$ cat src/rtl/fetch_ctrl.sv
// Fetch sequencer: PC/IF-ID enables from load-use, mispredict and imem-ready; outputs are Mealy, zero latency.
// Stalls hold the PC while imem is not ready or a load-use hazard exists. Optional FETCH_CTRL_PERF_EN adds stall/flush counters.
module fetch_ctrl #(
  parameter int unsigned REDIRECT_BUBBLES = 1
) (
  input  logic       clk,
  input  logic       rst,
  input  logic       idex_mem_read,
  input  logic [4:0] idex_rd,
  input  logic [4:0] ifid_rs1,
  input  logic [4:0] ifid_rs2,
  input  logic       ex_mispredict,
  input  logic       if_predict_taken,
  input  logic       imem_ready,
  output logic       pc_en,
  output logic [1:0] pc_sel,
  output logic       ifid_en,
  output logic       ifid_flush,
  output logic       idex_flush,
  output logic       fetch_valid,
  output logic [1:0] state
`ifdef FETCH_CTRL_PERF_EN
  ,
  output logic [31:0] stall_cycles,
  output logic [31:0] flush_cycles
`endif
);

  typedef enum logic [1:0] {
    BOOT      = 2'b00,
    RUN       = 2'b01,
    IMEM_WAIT = 2'b10,
    REDIRECT  = 2'b11
  } state_t;

  localparam logic [1:0] CNT_RELOAD =
    (REDIRECT_BUBBLES > 0) ? 2'(REDIRECT_BUBBLES - 1) : 2'd0;

  state_t     state_q, state_d;
  logic [1:0] cnt_q, cnt_d;
  logic       lu;

  assign lu = idex_mem_read & (idex_rd != 5'd0) &
              ((idex_rd == ifid_rs1) | (idex_rd == ifid_rs2));

  always_comb begin
    state_d    = state_q;
    cnt_d      = cnt_q;
    pc_en      = 1'b0;
    pc_sel     = 2'b00;
    ifid_en    = 1'b1;
    ifid_flush = 1'b0;
    idex_flush = 1'b0;
    if (state_q == BOOT) begin
      ifid_flush = 1'b1;
      idex_flush = 1'b1;
      state_d    = RUN;
    end else if (ex_mispredict) begin
      // Redirect wins over everything, including an in-progress memory wait.
      pc_en      = 1'b1;
      pc_sel     = 2'b01;
      ifid_flush = 1'b1;
      idex_flush = 1'b1;
      cnt_d      = CNT_RELOAD;
      state_d    = (REDIRECT_BUBBLES > 0) ? REDIRECT : RUN;
    end else if (state_q == REDIRECT) begin
      ifid_flush = 1'b1;
      if (cnt_q == 2'd0) begin
        state_d = RUN;
      end else begin
        cnt_d = cnt_q - 2'd1;
      end
    end else if (lu) begin
      ifid_en    = 1'b0;
      idex_flush = 1'b1;
    end else if (!imem_ready) begin
      ifid_flush = 1'b1;
      state_d    = IMEM_WAIT;
    end else begin
      pc_en   = 1'b1;
      pc_sel  = if_predict_taken ? 2'b10 : 2'b00;
      state_d = RUN;
    end
  end

  assign fetch_valid = pc_en & ifid_en & ~ifid_flush;
  assign state       = state_q;

  always_ff @(posedge clk or negedge rst) begin
    if (!rst) begin
      state_q <= BOOT;
      cnt_q   <= 2'd0;
    end else begin
      state_q <= state_d;
      cnt_q   <= cnt_d;
    end
  end

`ifdef FETCH_CTRL_PERF_EN
  logic [31:0] stall_cycles_q, stall_cycles_d;
  logic [31:0] flush_cycles_q, flush_cycles_d;
  logic        stall_now;

  // Stall = load-use or not-ready rule firing, plus every cycle spent in IMEM_WAIT.
  assign stall_now = (state_q == IMEM_WAIT) |
                     ((state_q == RUN) & ~ex_mispredict & (lu | ~imem_ready));

  always_comb begin
    stall_cycles_d = stall_now ? stall_cycles_q + 32'd1 : stall_cycles_q;
    flush_cycles_d = (ifid_flush && state_q != BOOT) ? flush_cycles_q + 32'd1
                                                      : flush_cycles_q;
  end

  always_ff @(posedge clk or negedge rst) begin
    if (!rst) begin
      stall_cycles_q <= 32'd0;
      flush_cycles_q <= 32'd0;
    end else begin
      stall_cycles_q <= stall_cycles_d;
      flush_cycles_q <= flush_cycles_d;
    end
  end

  assign stall_cycles = stall_cycles_q;
  assign flush_cycles = flush_cycles_q;
`endif

endmodule

$ cat config.mk
export PLATFORM = sky130hd
export DESIGN_NAME = fetch_ctrl
export DESIGN_NICKNAME = d
export VERILOG_FILES = /design/src/rtl/fetch_ctrl.sv
export SDC_FILE = /design/constraint.sdc
export NUM_CORES = 1
export LEC_CHECK = 0
export CORE_MARGIN = 1
export CORE_UTILIZATION = 36
export CTS_BUF_LIST = sky130_fd_sc_hd__clkbuf_16
export CTS_CLUSTER_DIAMETER = 150
export CTS_CLUSTER_SIZE = 12
export DETAILED_ROUTE_END_ITERATION = 7
export PLACE_DENSITY_LB_ADDON = 0.08
export SLEW_MARGIN = 30
export SYNTH_ARGS = -nofsm -noshare
export SYNTH_HDL_FRONTEND = slang
export SYNTH_SLANG_ARGS = --single-unit
export TNS_END_PERCENT = 50
$ cat constraint.sdc
create_clock -name clk -period 2.7 [get_ports clk]
set_input_delay 0.675 -clock clk [delete_from_list [all_inputs] [get_ports clk]]
set_output_delay 0.675 -clock clk [all_outputs]
set_load 0.02 [all_outputs]
==> key figures <==
Cells and area
  • N_diodes: 0
  • Fillcell total: 119
  • P&R area growth vs syn: 88.8%
  • Final std cells w/o fill: 118
  • Share of cells above drive strength 1: 36.9%
  • Nets: 129

STA
  • Slew margin rel.: 77.9%
  • Slew Limit Fails: 0
  • Clk_skew: 3.27 ps
  • Final Setup Violations: 0
  • Peak Freq: 379 MHz
  • Measured slew at the worst slew-check pin: ~330 ps
  • RSZ-0062 raised after global routing: false
  • Fin crit period: 2640 ps
  • Crit share post-route: between 90% and 100%
  • Final hold violation count: 0

Synth
  • Mapped Area: 503 um^2
  • XOR/XNOR Fraction of Synth Area: about 17%
  • Post-Synth Simple-Gate Area: 24.4%
  • Post-synth top area cell: dfrtp_1
  • Post-synth top area share: 19.9%
  • Top cells by area, synth: dfrtp_1 (20%), xor2_1 (17%), ha_1 (7.5%)
  • Post-synthesis mux area share: 4.98%
  • Post-synthesis sequential area ratio: between 10% and 20%
  • Adder-cell area share of the yosys netlist: approximately 7.5%
  • Post-synthesis net count: 83
  • Syn. warnings: 0
  • Combinational family with the most area after synthesis: simple AND/OR/NAND/NOR gates
  • Compound-gate portion of the synthesized area: 20.6%
  • Avg Cell Area, Syn: around 8.5 um^2
  • Yosys cell types: 24
  • Synth Instances: 59
  • Flops & latches, synth: 4

Place
  • HPWL Detailed: 1060 um
  • Port Buffers: 29
  • Final RePlAce weighted congestion: just under 0.7
  • Placed instance count: 114

Pwr
  • Net Sw Power: 157 uW
  • PD cells: approximately 550 mW/mm^2
  • VDD IR-drop max: 489 uV
  • Total power: 518 uW
  • Internal power: 361 uW
  • Switching Share: a little under a third
  • Gate power share: 39.1%
  • Power share of the clock group: 44.7%
  • Part of the power in registers: between 10% and 20%
  • Leakage: 0.467 nW

Critical path
  • Crit. Startpoint: idex_rd[1]
  • CP endpoint kind: output pin
  • Reg2Reg Depth: 8
  • Crit path to: pc_sel[1]
  • Worst reg-to-reg setup slack: 870 ps
  • CP Data Arrival Time: slightly below 2000 ps
  • Required @ worst endpoint: 2030 ps
  • CP Max Fanout: 5
  • Critical R2R Launch: state[1]
  • Type of origin of the critical path: input pin
  • Critical path type: in -> out
  • RR Endpoint: state[0]

Clock tree
  • Clock Tree Buf Depth: 2
  • Clock sinks: 4
  • Post-CTS Hold Fix Bufs: 0
  • Clock Latency Late Sink: 230 ps
  • CTS Buf Count: 3
  • CTS tree: yes
  • CTS H-tree lvls: 1
  • Clk slew on worst S/H paths: 30 ps
  • Root Driver: clkbuf_16

Global routing
  • Initial antenna violation count: 0
  • Vias in the first global route: 562
  • Largest net degree at the start of global routing: 10
  • First-pass GRT wire length: 2200 um
  • Total GRT Usage: between 20% and 30%
  • Grt total ovfl: 0

Routing
  • Via/cell ratio: 4.86
  • Detailed-route DRC error count: 0
  • Via Count: approximately 570
  • Drt total wl: between 1000 and 1500 um
  • Number of routed nets with antenna violations: 0
  • Routed len/inst: 11.3 um
  • DR pass1 iterations: 4
  • Starting DRT DRC Count: 8

Die
  • Die height: 39.4 um
  • Total die area: 0.00155 mm^2
  • Placeable Area: around 0.0013 mm^2
  • Starting Density: 38.7%
  • Die width: 39.4 um
  • I/O pins: 30
  • Core Rows: 13

Flow run
  • MaxCap Viol Count: 0

Status
  • Result of the run: finished clean

Hold path
  • Min-delay worst type: reg -> reg
==> metal layers <==
layer / GRT usage, % / routed length, um / vias up
met1: 21.8 / 481 / 256
met2: 40.8 / 733 / 24
met4: 5.17 / 13 / 0
met3: 8.52 / 100 / 2
met5: 0 / 0 / -
li1: - / - / 292
==> what timing repair did <==
action	4_1_cts	5_1_grt
gates resized for setup	47	8
setup buffers	0	1
setup endpoints to repair	7	6
pin swaps	15	8
==> flip-flops by register name, summed over array words and instances, names as in the netlist <==
register / count
state: 2
cnt_q: 2
==> power by group through the flow <==
stage / Sequential (mW) / Clock [mW] / Combinational (mW)
finish: 0.0843 / 0.232 / 0.203
global route: 0.0856 / 0.242 / 0.225
CTS: 0.0845 / 0.236 / 0.203
detailed placement: 0.0848 / 0 / 0.213
global placement: 0.0844 / 0 / 0.206
floorplan: 0.0889 / 0 / 0.109
==> layout by cell type (no fill, tap or decap), types with 2 or more instances in the layout <==
master	Yosys	final
o21ai_0	4	4
nor3_2	2	2
buf_4	0	13
ha_1	3	3
o21bai_1	2	2
buf_2	0	4
inv_1	6	6
xor2_1	10	10
dlygate4sd2_1	0	10
clkdlybuf4s50_1	0	7
nand2_1	5	5
clkbuf_2	0	4
nor2_1	8	8
dfrtp_1	4	4
clkbuf_16	0	3
==> how the worst min path moves through the flow <==
stage,depth (start not counted),slack [ps],from,endpoint
6_report,1,490,cnt_q[0],cnt_q[0]
5_1_grt,1,500,cnt_q[0],cnt_q[0]
4_1_cts,1,490,cnt_q[0],cnt_q[0]
3_5_place_dp,1,480,cnt_q[0],cnt_q[0]
3_3_place_gp,2,490,cnt_q[1],cnt_q[1]
2_1_floorplan,0,380,rst,cnt_q[0]
==> critical path, cell delays in order <==
cell,delay (ps)
clkbuf_2,90
or4_4,540
o21ai_4,180
nor2_4,60
and4bb_2,300
buf_6,120
==> stage by stage <==
| stage | worst slack, ps | hold WS (ps) | area, um^2 | util (%) | setup TNS [ps] |
|---|---|---|---|---|---|
| final | 64.9 | 489 | 950 | 73.0 | 0 |
| after detailed placement | -745 | 480 | 905 | 69.5 | -3940 |
| after global routing | 7.11 | 503 | 950 | 73.0 | 0 |
| after floorplan | 62.3 | 379 | 509 | - | 0 |
| after CTS | -61.5 | 486 | 952 | 73.2 | -61.5 |
| after global placement | -717 | 488 | 905 | 69.5 | -3810 |
==> cells by family (layout without fill, tap and decap cells) <==
group	Yosys count	count (layout)
mux	2	2
flops	4	4
fa+ha+maj	3	3
simple gates	22	22
compound gates	11	11
buf+inv	7	51
xor+xnor	10	10
==> cells in the mapped netlist (all sizes together) <==
cell,instances
mux2i,1
clkbuf,1
nor2b,1
xor2,10
a22oi,1
inv,6
and4bb,1
nand2,5
or4,1
o41ai,1
nor3,3
o31ai,1
or2,1
o21bai,2
a21oi,1
nor4,1
ha,3
o21ai,5
nor2,9
mux2,1
dfrtp,4
==> layout make-up <==
| type | count | area [um^2] | area share (%) |
|---|---|---|---|
| Inverter | 6 | 22.5 | 2.37 |
| Sequential cell | 4 | 100 | 10.5 |
| Clock buffer | 3 | 75.1 | 7.91 |
| Tap cell | 15 | 18.8 | 1.98 |
| Multi-Input combinational cell | 48 | 393 | 41.4 |
| Timing Repair Buffer | 42 | 340 | 35.8 |
(Power assumes the default switching activity.)
==> variant: new RTL, config.mk and constraints unchanged <==
Add a define of `FETCH_CTRL_PERF_EN`.
--- a/src/rtl/fetch_ctrl.sv
+++ b/src/rtl/fetch_ctrl.sv
@@ -2,2 +2,4 @@
 // Stalls hold the PC while imem is not ready or a load-use hazard exists. Optional FETCH_CTRL_PERF_EN adds stall/flush counters.
+`define FETCH_CTRL_PERF_EN
+
 module fetch_ctrl #(
Function (old outputs only; new: flush_cycles and stall_cycles): kept (equiv_simple and equiv_induct, registers matched by name and starting in step).
==> variant against the unedited design <==
Critical path depth is 1 higher. Design area grew to 5.5 times the old value. Routed wire length rose to 6.1 times the old value. Power grew to 6.3 times the old value. Sequential cell count rose by 64. Worst setup slack got worse by 0.032 ns. Fmax shrank 1.2%. Sequential power increased to 15 times the old value. Synthesized area increased to 7.1 times the old value. Count of clock-buffer cells in the layout grew 6. Critical path type unchanged. Critical endpoint unchanged.
==> variant: results <==
[place]
place_inst = 563
gp_congestion = 0.821
hpwlAfterDp_mm = 5.61
place_area_sq_mm = 0.00481

[logic_synthesis]
synth_mux_area_share_pct = 0.633
synthTopCellsByCount = "dfrtp_1 (68), xnor2_1 (43), xor2_1 (28)"
synth-xor-area-share_pct = 17.9
ys_top_cells_by_area = "dfrtp_1 (48%), xnor2_1 (11%), xor2_1 (6.9%)"
synth_compound_area_share_pct = 5.31

[min_path]
hold_class = "in2async"

[grt]
use_met1_pct = 21.1
grt_max_degree = 64
grt_pass1_vias = 2864

[worst_setup_path]
r2r_end = "stall_cycles[31]"
startpoint = "idex_rd[3]"
cp_max_fo = 3

[finish]
inverters = 9
fillers = 857
final_nets = 482

[run_status]
outcome = "finished clean"

[clock_tree]
clkTransAtPathRegs_ns = 0.06
htreeDepth = 3
cts-resized-gates = 64

[route]
vias = 2826
wl_met2_mm = 3.83
wirelength_met1_mm = 3.88

[sta]
clock_skew_ns = 0.0128

[power_and_ir_drop]
p_leak_nw = 2.33
==> variant: cell count changes after synthesis, moves of 8 or more <==
cell,unedited run,this run
and3_1,0,11
and4_1,0,8
dfrtp_1,4,68
nand2_1,5,24
nand3_1,0,17
nand4_1,0,15
nor3_1,1,11
nor4_1,1,12
xnor2_1,0,43
xor2_1,10,28
==> variant: power groups by stage <==
stage | Combinational [mW] | Sequential [mW] | Clock, mW
detailed placement | 0.834 | 1.26 | 0
floorplan | 0.347 | 1.36 | 0
global route | 0.919 | 1.27 | 1.23
global placement | 0.830 | 1.26 | 0
finish | 0.843 | 1.25 | 1.16
CTS | 0.849 | 1.25 | 1.19
==> variant: metrics by stage <==
step	worst slack (ns)	total power, mW	hold slack, ns
2_1_floorplan	-0.0220	1.70	0.379
3_3_place_gp	-0.803	2.09	0.458
3_5_place_dp	-0.821	2.10	0.474
4_1_cts	0.00496	3.29	0.167
5_1_grt	-0.00785	3.41	0.169
6_report	0.0333	3.25	0.173
